$ cat src/rtl/axi_lite_pkg.sv
// Shared definitions for the AXI-lite register slave and its masters:
// bus widths, the read-only ID address and the read/write FSM encodings.
package axi_lite_pkg;

  localparam int ADDR_W = 4;
  localparam int DATA_W = 8;
  localparam logic [ADDR_W-1:0] ID_ADDR = 4'hF;

  typedef enum logic [1:0] {
    RD_IDLE = 2'd0,
    RD_WAIT = 2'd1,
    RD_DATA = 2'd2
  } rd_state_t;

  typedef enum logic [1:0] {
    WR_IDLE   = 2'd0,
    WR_COMMIT = 2'd1,
    WR_RESP   = 2'd2
  } wr_state_t;

  function automatic logic is_id_addr(input logic [ADDR_W-1:0] addr);
    return addr == ID_ADDR;
  endfunction

endpackage

$ cat src/rtl/axi_lite_if.sv
// AXI-lite style read/write channel bundle between a master and the register slave.
interface axi_lite_if;
  import axi_lite_pkg::*;

  logic [ADDR_W-1:0] read_address;
  logic              AR_VALID;
  logic              AR_READY;
  logic [DATA_W-1:0] data_read;
  logic              R_VALID;
  logic              R_READY;
  logic [ADDR_W-1:0] write_address;
  logic              AW_VALID;
  logic              AW_READY;
  logic [DATA_W-1:0] data_write;
  logic              W_VALID;
  logic              W_READY;
  logic              B_VALID;
  logic              B_READY;

  modport master (
    output read_address, AR_VALID, R_READY,
    output write_address, AW_VALID, data_write, W_VALID, B_READY,
    input  AR_READY, data_read, R_VALID, AW_READY, W_READY, B_VALID
  );

  modport slave (
    input  read_address, AR_VALID, R_READY,
    input  write_address, AW_VALID, data_write, W_VALID, B_READY,
    output AR_READY, data_read, R_VALID, AW_READY, W_READY, B_VALID
  );

endinterface

$ cat src/rtl/axi_lite_regfile.sv
// 16 x 8 register storage: one synchronous write port, one asynchronous read port.
// Address ID_ADDR is read-only and always returns ID_VALUE.
module axi_lite_regfile
  import axi_lite_pkg::*;
#(
  parameter logic [DATA_W-1:0] ID_VALUE = 8'hA5
) (
  input  logic              clk,
  input  logic              rst,
  input  logic              we,
  input  logic [ADDR_W-1:0] waddr,
  input  logic [DATA_W-1:0] wdata,
  input  logic [ADDR_W-1:0] raddr,
  output logic [DATA_W-1:0] rdata
);

  logic [DATA_W-1:0] mem [0:(1<<ADDR_W)-1];

  // Writes to the ID address complete on the bus but leave storage untouched.
  always_ff @(posedge clk) begin
    if (rst) begin
      for (int i = 0; i < (1 << ADDR_W); i++) begin
        mem[i] <= '0;
      end
    end else if (we && !is_id_addr(waddr)) begin
      mem[waddr] <= wdata;
    end
  end

  assign rdata = is_id_addr(raddr) ? ID_VALUE : mem[raddr];

endmodule

$ cat src/rtl/axi_lite_slave.sv
// AXI-lite register slave: independent read and write FSMs in front of a
// 16 x 8 register file; every bus output comes straight from a flop.
module axi_lite_slave #(
  parameter int unsigned                     RD_WAIT  = 0,
  parameter logic [axi_lite_pkg::DATA_W-1:0] ID_VALUE = 8'hA5
) (
  input logic       clk,
  input logic       rst,
  axi_lite_if.slave bus
);
  import axi_lite_pkg::*;

  localparam logic [3:0] RD_CNT_INIT = 4'(RD_WAIT);

  rd_state_t         rd_state, rd_state_nx;
  logic [ADDR_W-1:0] rd_addr, rd_addr_nx;
  logic [3:0]        rd_cnt, rd_cnt_nx;
  logic [DATA_W-1:0] rd_data_q, rd_data_nx;
  logic              r_valid_q, r_valid_nx;
  logic              ar_ready_q, ar_ready_nx;

  wr_state_t         wr_state, wr_state_nx;
  logic [ADDR_W-1:0] wr_addr, wr_addr_nx;
  logic [DATA_W-1:0] wr_data, wr_data_nx;
  logic              aw_held, aw_held_nx;
  logic              w_held, w_held_nx;
  logic              aw_ready_q, aw_ready_nx;
  logic              w_ready_q, w_ready_nx;
  logic              b_valid_q, b_valid_nx;
  logic              aw_hs, w_hs;

  logic              rf_we;
  logic [ADDR_W-1:0] rf_raddr;
  logic [DATA_W-1:0] rf_rdata;

  // In idle the read port looks at the incoming address so a zero-wait read
  // can load data at the very edge the address is accepted.
  assign rf_raddr = (rd_state == RD_IDLE) ? bus.read_address : rd_addr;

  axi_lite_regfile #(.ID_VALUE(ID_VALUE)) u_regfile (
    .clk   (clk),
    .rst   (rst),
    .we    (rf_we),
    .waddr (wr_addr),
    .wdata (wr_data),
    .raddr (rf_raddr),
    .rdata (rf_rdata)
  );

  always_ff @(posedge clk) begin
    if (rst) begin
      rd_state   <= RD_IDLE;
      rd_addr    <= '0;
      rd_cnt     <= '0;
      rd_data_q  <= '0;
      r_valid_q  <= 1'b0;
      ar_ready_q <= 1'b1;
      wr_state   <= WR_IDLE;
      wr_addr    <= '0;
      wr_data    <= '0;
      aw_held    <= 1'b0;
      w_held     <= 1'b0;
      aw_ready_q <= 1'b1;
      w_ready_q  <= 1'b1;
      b_valid_q  <= 1'b0;
    end else begin
      rd_state   <= rd_state_nx;
      rd_addr    <= rd_addr_nx;
      rd_cnt     <= rd_cnt_nx;
      rd_data_q  <= rd_data_nx;
      r_valid_q  <= r_valid_nx;
      ar_ready_q <= ar_ready_nx;
      wr_state   <= wr_state_nx;
      wr_addr    <= wr_addr_nx;
      wr_data    <= wr_data_nx;
      aw_held    <= aw_held_nx;
      w_held     <= w_held_nx;
      aw_ready_q <= aw_ready_nx;
      w_ready_q  <= w_ready_nx;
      b_valid_q  <= b_valid_nx;
    end
  end

  // The state name RD_WAIT is qualified because the module parameter shares it.
  always_comb begin
    rd_state_nx = rd_state;
    rd_addr_nx  = rd_addr;
    rd_cnt_nx   = rd_cnt;
    rd_data_nx  = rd_data_q;
    r_valid_nx  = r_valid_q;
    ar_ready_nx = ar_ready_q;
    case (rd_state)
      RD_IDLE: begin
        if (bus.AR_VALID && ar_ready_q) begin
          rd_addr_nx  = bus.read_address;
          ar_ready_nx = 1'b0;
          if (RD_WAIT == 0) begin
            rd_data_nx  = rf_rdata;
            r_valid_nx  = 1'b1;
            rd_state_nx = RD_DATA;
          end else begin
            rd_cnt_nx   = RD_CNT_INIT;
            rd_state_nx = axi_lite_pkg::RD_WAIT;
          end
        end
      end
      axi_lite_pkg::RD_WAIT: begin
        rd_cnt_nx = rd_cnt - 4'd1;
        if (rd_cnt == 4'd1) begin
          rd_data_nx  = rf_rdata;
          r_valid_nx  = 1'b1;
          rd_state_nx = RD_DATA;
        end
      end
      RD_DATA: begin
        if (r_valid_q && bus.R_READY) begin
          r_valid_nx  = 1'b0;
          ar_ready_nx = 1'b1;
          rd_state_nx = RD_IDLE;
        end
      end
      default: rd_state_nx = RD_IDLE;
    endcase
  end

  // Address and data are collected independently; commit once both are held.
  always_comb begin
    wr_state_nx = wr_state;
    wr_addr_nx  = wr_addr;
    wr_data_nx  = wr_data;
    aw_held_nx  = aw_held;
    w_held_nx   = w_held;
    aw_ready_nx = aw_ready_q;
    w_ready_nx  = w_ready_q;
    b_valid_nx  = b_valid_q;
    rf_we       = 1'b0;
    aw_hs       = bus.AW_VALID && aw_ready_q;
    w_hs        = bus.W_VALID && w_ready_q;
    case (wr_state)
      WR_IDLE: begin
        if (aw_hs) begin
          wr_addr_nx  = bus.write_address;
          aw_held_nx  = 1'b1;
          aw_ready_nx = 1'b0;
        end
        if (w_hs) begin
          wr_data_nx = bus.data_write;
          w_held_nx  = 1'b1;
          w_ready_nx = 1'b0;
        end
        if ((aw_held || aw_hs) && (w_held || w_hs)) begin
          wr_state_nx = WR_COMMIT;
        end
      end
      WR_COMMIT: begin
        rf_we       = 1'b1;
        b_valid_nx  = 1'b1;
        wr_state_nx = WR_RESP;
      end
      WR_RESP: begin
        if (b_valid_q && bus.B_READY) begin
          b_valid_nx  = 1'b0;
          aw_held_nx  = 1'b0;
          w_held_nx   = 1'b0;
          aw_ready_nx = 1'b1;
          w_ready_nx  = 1'b1;
          wr_state_nx = WR_IDLE;
        end
      end
      default: wr_state_nx = WR_IDLE;
    endcase
  end

  assign bus.AR_READY  = ar_ready_q;
  assign bus.data_read = rd_data_q;
  assign bus.R_VALID   = r_valid_q;
  assign bus.AW_READY  = aw_ready_q;
  assign bus.W_READY   = w_ready_q;
  assign bus.B_VALID   = b_valid_q;

endmodule

$ cat src/flat_wrapper.sv
// flat-port wrapper written by rule: the top's interface ports become plain ports
module axi_lite_slave_flat import axi_lite_pkg::*;
#(
  parameter int unsigned                     RD_WAIT  = 0,
  parameter logic [axi_lite_pkg::DATA_W-1:0] ID_VALUE = 8'hA5
)
  (clk, rst, bus_read_address, bus_AR_VALID, bus_R_READY, bus_write_address, bus_AW_VALID, bus_data_write, bus_W_VALID, bus_B_READY, bus_AR_READY, bus_data_read, bus_R_VALID, bus_AW_READY, bus_W_READY, bus_B_VALID);
  axi_lite_if bus_i ();
  input logic clk;
  input logic rst;
  input wire logic [$bits(bus_i.read_address)-1:0] bus_read_address;
  input wire logic [$bits(bus_i.AR_VALID)-1:0] bus_AR_VALID;
  input wire logic [$bits(bus_i.R_READY)-1:0] bus_R_READY;
  input wire logic [$bits(bus_i.write_address)-1:0] bus_write_address;
  input wire logic [$bits(bus_i.AW_VALID)-1:0] bus_AW_VALID;
  input wire logic [$bits(bus_i.data_write)-1:0] bus_data_write;
  input wire logic [$bits(bus_i.W_VALID)-1:0] bus_W_VALID;
  input wire logic [$bits(bus_i.B_READY)-1:0] bus_B_READY;
  output wire logic [$bits(bus_i.AR_READY)-1:0] bus_AR_READY;
  output wire logic [$bits(bus_i.data_read)-1:0] bus_data_read;
  output wire logic [$bits(bus_i.R_VALID)-1:0] bus_R_VALID;
  output wire logic [$bits(bus_i.AW_READY)-1:0] bus_AW_READY;
  output wire logic [$bits(bus_i.W_READY)-1:0] bus_W_READY;
  output wire logic [$bits(bus_i.B_VALID)-1:0] bus_B_VALID;
  assign bus_i.read_address = bus_read_address;
  assign bus_i.AR_VALID = bus_AR_VALID;
  assign bus_i.R_READY = bus_R_READY;
  assign bus_i.write_address = bus_write_address;
  assign bus_i.AW_VALID = bus_AW_VALID;
  assign bus_i.data_write = bus_data_write;
  assign bus_i.W_VALID = bus_W_VALID;
  assign bus_i.B_READY = bus_B_READY;
  assign bus_AR_READY = bus_i.AR_READY;
  assign bus_data_read = bus_i.data_read;
  assign bus_R_VALID = bus_i.R_VALID;
  assign bus_AW_READY = bus_i.AW_READY;
  assign bus_W_READY = bus_i.W_READY;
  assign bus_B_VALID = bus_i.B_VALID;
  axi_lite_slave #(.RD_WAIT(RD_WAIT), .ID_VALUE(ID_VALUE)) u_core (.clk(clk), .rst(rst), .bus(bus_i));
endmodule
$ cat config.mk
export PLATFORM = sky130hd
export DESIGN_NAME = axi_lite_slave_flat
export DESIGN_NICKNAME = d
export VERILOG_FILES = /design/src/rtl/axi_lite_pkg.sv /design/src/rtl/axi_lite_if.sv /design/src/rtl/axi_lite_regfile.sv /design/src/rtl/axi_lite_slave.sv /design/src/flat_wrapper.sv
export SDC_FILE = /design/constraint.sdc
export NUM_CORES = 1
export LEC_CHECK = 0
export CAP_MARGIN = 20
export CORE_UTILIZATION = 55
export DETAILED_ROUTE_END_ITERATION = 8
export DONT_BUFFER_PORTS = 1
export GPL_TIMING_DRIVEN = 0
export PLACE_DENSITY = 0.8
export SYNTH_ARGS = -nofsm -noshare
export SYNTH_HDL_FRONTEND = slang
export SYNTH_SLANG_ARGS = --single-unit
$ cat constraint.sdc
create_clock -name clk -period 4.23 [get_ports clk]
set_input_delay 0.846 -clock clk [delete_from_list [all_inputs] [get_ports clk]]
set_output_delay 0.846 -clock clk [all_outputs]
set_load 0.005 [all_outputs]
# ---- Word-level counts from Yosys, hierarchy flattened
# Memory sizes are Yosys's and may differ from the RTL's.
# Cells that the tools add are included.
dict set report op_classes {
  n_addsub 1
  n_eq_ne 14
  muxes 39
  reduce_logical 29
}
# op n
set ops {}
lappend ops {{8-bit 2-to-1 mux} 4}
lappend ops {{1-bit 2-to-1 mux} 18}
lappend ops {{8-bit one-hot mux with 2 select lines} 1}
lappend ops {{3-bit AND reduction} 5}
lappend ops {{2-bit by 1-bit inequality test with 1-bit output, second input constant} 6}
lappend ops {{1-bit one-hot mux with 2 select lines} 6}
lappend ops {{2-bit one-hot mux with 3 select lines} 2}
lappend ops {{2-bit 2-to-1 mux} 5}
lappend ops {{2-bit AND reduction} 5}
lappend ops {{4-bit == test, second input constant} 2}
lappend ops {{4-bit 2-to-1 mux} 2}
lappend ops {{2-bit nonzero test} 4}
lappend ops {{8-bit OR reduction} 1}
lappend ops {{1-bit logical AND} 7}
lappend ops {{2-bit by 1-bit == test with 1-bit output, second input constant} 2}
lappend ops {{2-bit == test, second input constant} 2}
lappend ops {{4-bit by 1-bit == test with 1-bit output, second input constant} 1}
lappend ops {{2-bit logical NOT} 2}
lappend ops {{4-bit AND reduction} 1}
lappend ops {{4-bit by 1-bit subtractor with 4-bit output, second input constant} 1}
lappend ops {{1-bit one-hot mux with 3 select lines} 1}
lappend ops {{3-bit nonzero test} 1}
lappend ops {{1-bit logical OR} 2}
lappend ops {{2-bit inequality test, second input constant} 1}
lappend ops {{1-bit logical NOT} 1}
dict set report totals {
  ff_bits 39
  mem_bits_rw 128
  input_bits 23
  out_inout_bits 13
  wordCells 98
  mem_count 1
}
# name depth width rd rd_ports_with_merged_regs wr line_no
set mem_list {}
lappend mem_list {u_core.u_regfile.mem 16 8 1 0 16 axi_lite_regfile.sv:17} ;# logic [DATA_W-1:0] mem [0:(1<<ADDR_W)-1];

# ---- Logic depth before layout (Yosys ltp)
dict set report depth {
  word_depth 8
  depth_mapped 10
  ltp_nobuf 6
}

# ---- Cells and area by module
# From an unflattened synthesis, not the netlist that was laid out.
dict set report hier_totals {
  cells_unflattened 539
  hier_area_um2 6994.2
}
# module n_inst cells_per_inst area_per_inst_um2 seq_area_each_um2
set modules_own_cells {}
lappend modules_own_cells {axi_lite_regfile 1 395 5721.7 3603.5}
lappend modules_own_cells {axi_lite_slave 1 144 1272.5 660.6}

# ---- Least setup slack after synthesis
# No wires, ideal clock.
dict set report synth_path {
  path_type {input to register}
  startpoint {input rst}
  endpoint {memory u_core.u_regfile.mem[12][0] (enable)}
  setup_time_ps 309
  arrival_ps 2161
  required_ps 3921
  slack_ps 1760
  cell_stages 4
  n_path_buf 0
  path_cell_list {nor2_1 > or4b_2 > nor2_1 > or2_2}
}
# item line_no
set synth_rtl {}
lappend synth_rtl {{start: declaration} flat_wrapper.sv:10} ;# input logic rst;
lappend synth_rtl {{end: declaration} axi_lite_regfile.sv:17}

==> impl_metrics.py <==
metrics = {
    "logic_synthesis": {
        "synthAdderAreaFrac": 0,
        "synth_top_area_share": 0.510,
        "ys_async_sr_fraction": 0,
        "synth_area_leader_cell": "edfxtp_1",
        "syn_area_per_cell_um2": 11.8,
        "synth_ff_type": "edfxtp_1",
        "synth_cell_types": 55,
        "syn_area_um2": 7310,
        "synth_mux_area_frac": 0.0647,
        "synth_compound_area_frac": 0.0998,
        "synthSimpleGateAreaFrac": 0.207,
        "synth-edff-count": 124,
        "yosysSeqAreaShare": 0.600,
        "ys_ff_latch": 157,
        "yosysWarnings": 0,
        "synth_xor_area_frac": 0,
        "synth.area.top_cells": "edfxtp_1, and2_1, dfxtp_1, mux4_1, nand2_1",
        "synth_top_family_by_area": "simple AND/OR/NAND/NOR gates",
        "synthesis.instances": 621,
    },
    "worst_setup_path": {
        "critPathLaunchType": "primary input",
        "cp_num_buf_inv": 0,
        "max_stage_delay_ns": 0.69,
        "endpoint_kind": "register",
        "worstPathRequired_ns": 4.34,
        "path_cells": "nor2_1 > or4b_2 > nor2_1 > or2_2",
        "cp_max_fo": 9,
        "critical-path-slowest-cell": "or4b_2",
        "crit_arrival_ns": 2.74,
        "path_delay_family": "simple AND/OR/NAND/NOR gates",
        "cp_common_cell": "nor2_1",
        "critPathKind": "primary input to register",
    },
    "layout": {
        "layoutNonFillerInstCount": 830,
        "fin_nets": 668,
        "n_fill_cell": 974,
        "area_growth_pct": 10.9,
        "drive_gt1_frac": 0.102,
        "diodes": 0,
    },
    "placed_design": {
        "gp_congestion": 0.927,
        "dp_hpwl_mm": 12.5,
        "dpl.cell_count": 796,
        "portBuffers": 0,
    },
    "clock_network": {
        "cts.sinks": 157,
        "cts_buffers": 17,
        "cts-htree-levels": 4,
        "clockBufferDepth": 2,
        "ctsHoldBuffers": 0,
        "root_buffer": "clkbuf_16",
        "clk_transition_reported_paths_ns": 0.06,
        "post_cts_resized": 0,
        "cts_tree": "done",
        "clock_latency_ns": 0.43,
        "cts_setup_buffers": 0,
    },
    "global_routing": {
        "grt_pass1_vias": 5112,
        "grt_max_degree": 17,
        "antenna_found_initial": 0,
        "grt_overflow": 0,
        "grt_use_total": 0.290,
        "grt_pass1_wl_mm": 27.9,
    },
    "timing": {
        "hold_violations": 0,
        "hold_slack_ns": 0.486,
        "max_freq_mhz": 379,
        "rsz0062_at_grt": "false",
        "setup_violations": 0,
        "fin_crit_sh": 0.623,
        "fin_setup_tns_ns": 0,
        "slew_headroom": 0.261,
        "skew_ns": 0.00918,
        "worst_pin_slew_ns": 1.10,
        "drv_slew": 0,
        "finalCriticalPeriod_ns": 2.64,
    },
    "routing": {
        "drtAntennaViolNets": 0,
        "post_drt_via_cell_ratio": 6.18,
        "wire_per_inst_um": 21.7,
        "routed_wl_mm": 18.0,
        "drt_iter0_drc": 602,
        "vias": 5128,
        "drc": 0,
        "firstDrtPassIters": 5,
    },
    "pwr": {
        "p_leak_nw": 2.95,
        "power_density_nw_per_um2": 446,
        "peakVddDrop_v": 0.000319,
    },
    "floorplan": {
        "die_x_um": 117,
        "core_area_um2": 12800,
        "die_y_um": 117,
        "die_area_um2": 13700,
        "rows": 41,
        "initial_core_util": 0.572,
        "io_pins": 36,
    },
    "flow_run": {
        "maxCapViolCount": 0,
    },
    "worst_hold_path": {
        "min_path_type": "register to register",
    },
    "outcome": {
        "outcome": "finished clean",
    },
}
synthesized netlist by cell type (9+ instances only):
library cell,count
and2_1,122
o21ai_0,25
mux4_1,10
a21oi_1,35
nand2_1,64
nor2_1,47
dfxtp_1,33
nand2b_1,9
o22ai_1,10
or2_2,15
clkbuf_1,22
edfxtp_1,124
sequential cells by signal, summed over array words and instances, names as in the netlist:
register              count
u_core.bus.AR_READY       1
u_core.rd_state           1
u_core.u_regfile.mem    124
u_core.rd_addr            4
u_core.bus.data_read      8
u_core.bus.B_VALID        1
u_core.wr_data            8
u_core.bus.AW_READY       1
u_core.wr_state           2
u_core.w_held             1
u_core.wr_addr            4
u_core.bus.W_READY        1
u_core.aw_held            1
metal layers:
metal	wire (µm)	share of wire	vias to the layer above	GRT usage
li1	-	-	2297	-
met1	6880	0.38	2437	0.360
met2	8470	0.47	339	0.462
met3	1980	0.11	55	0.0803
met4	700	0.039	0	0.160
met5	0	0	-	0
worst min-delay path, cell delays in order (launching register included):
cell and delay [ns]:
dfxtp_1 0.32, nand2_1 0.06, a21oi_1 0.06
cell type report:
type	count	area (µm²)	area share
Buffer	33	188	0.0232
Clock buffer	19	433	0.0534
Clock inverter	13	123	0.0151
Inverter	5	18.8	0.00232
Multi-Input combinational cell	429	2730	0.337
Sequential cell	157	4380	0.541
Tap cell	172	215	0.0266
Timing Repair Buffer	2	12.5	0.00154
report_power, final:
part | switching, W | internal (W)
sequential | 0.0000547 | 0.00174
clock | 0.000597 | 0.000859
combinational | 0.000234 | 0.000127
total | 0.000885 | 0.00272
placed cells by master, fill, tap and decap left out, drive strengths merged, types with 4 or more instances in the layout:
master and instances:
buf 12, a31oi 5, o31ai 4, a21oi 35, a211oi 4, nor2b 4, mux4 15, and2 122
nand2 66, o22ai 10, o21ai 25, nand2b 9, nand3 7, nor2 47, or2 15, mux2i 6
edfxtp 124, a22oi 8, a311oi 4, clkinv 7, nor3 8, conb 4, dfxtp 33, inv 7
clkbuf 42
path summary, 6_finish.rpt:
path	start	to	slack (ns)	cells after the start
hold / removal	u_core.bus.data_read[6]$_SDFFE_PP0P_	u_core.bus.data_read[6]$_SDFFE_PP0P_	0.49	2
hold reg to reg	u_core.bus.data_read[6]$_SDFFE_PP0P_	u_core.bus.data_read[6]$_SDFFE_PP0P_	0.49	2
setup reg to reg	u_core.wr_state[1]$_SDFFE_PP0P_	u_core.u_regfile.mem[8][4]$_SDFFCE_PN0P_	1.62	4
setup / recovery	rst	u_core.u_regfile.mem[8][4]$_SDFFCE_PN0P_	1.59	4
per-stage QoR:
stage	utilization	power, W	cell area, µm²	setup WS, ns
after CTS	0.633	0.00361	8090	1.61
after global placement	0.590	0.00216	7530	1.24
after detailed placement	0.590	0.00218	7530	1.11
after floorplan	-	0.00206	7320	1.76
after global routing	0.634	0.00372	8100	1.41
final	0.634	0.00361	8100	1.59
kinds of logic after synthesis:
group	Yosys count
AO/OA/AOI/OAI	115
AND/OR/NAND/NOR	286
multiplexers	24
flip-flops	157
other	1
buffers and inverters	38
Power figures use the tool's default switching activity.
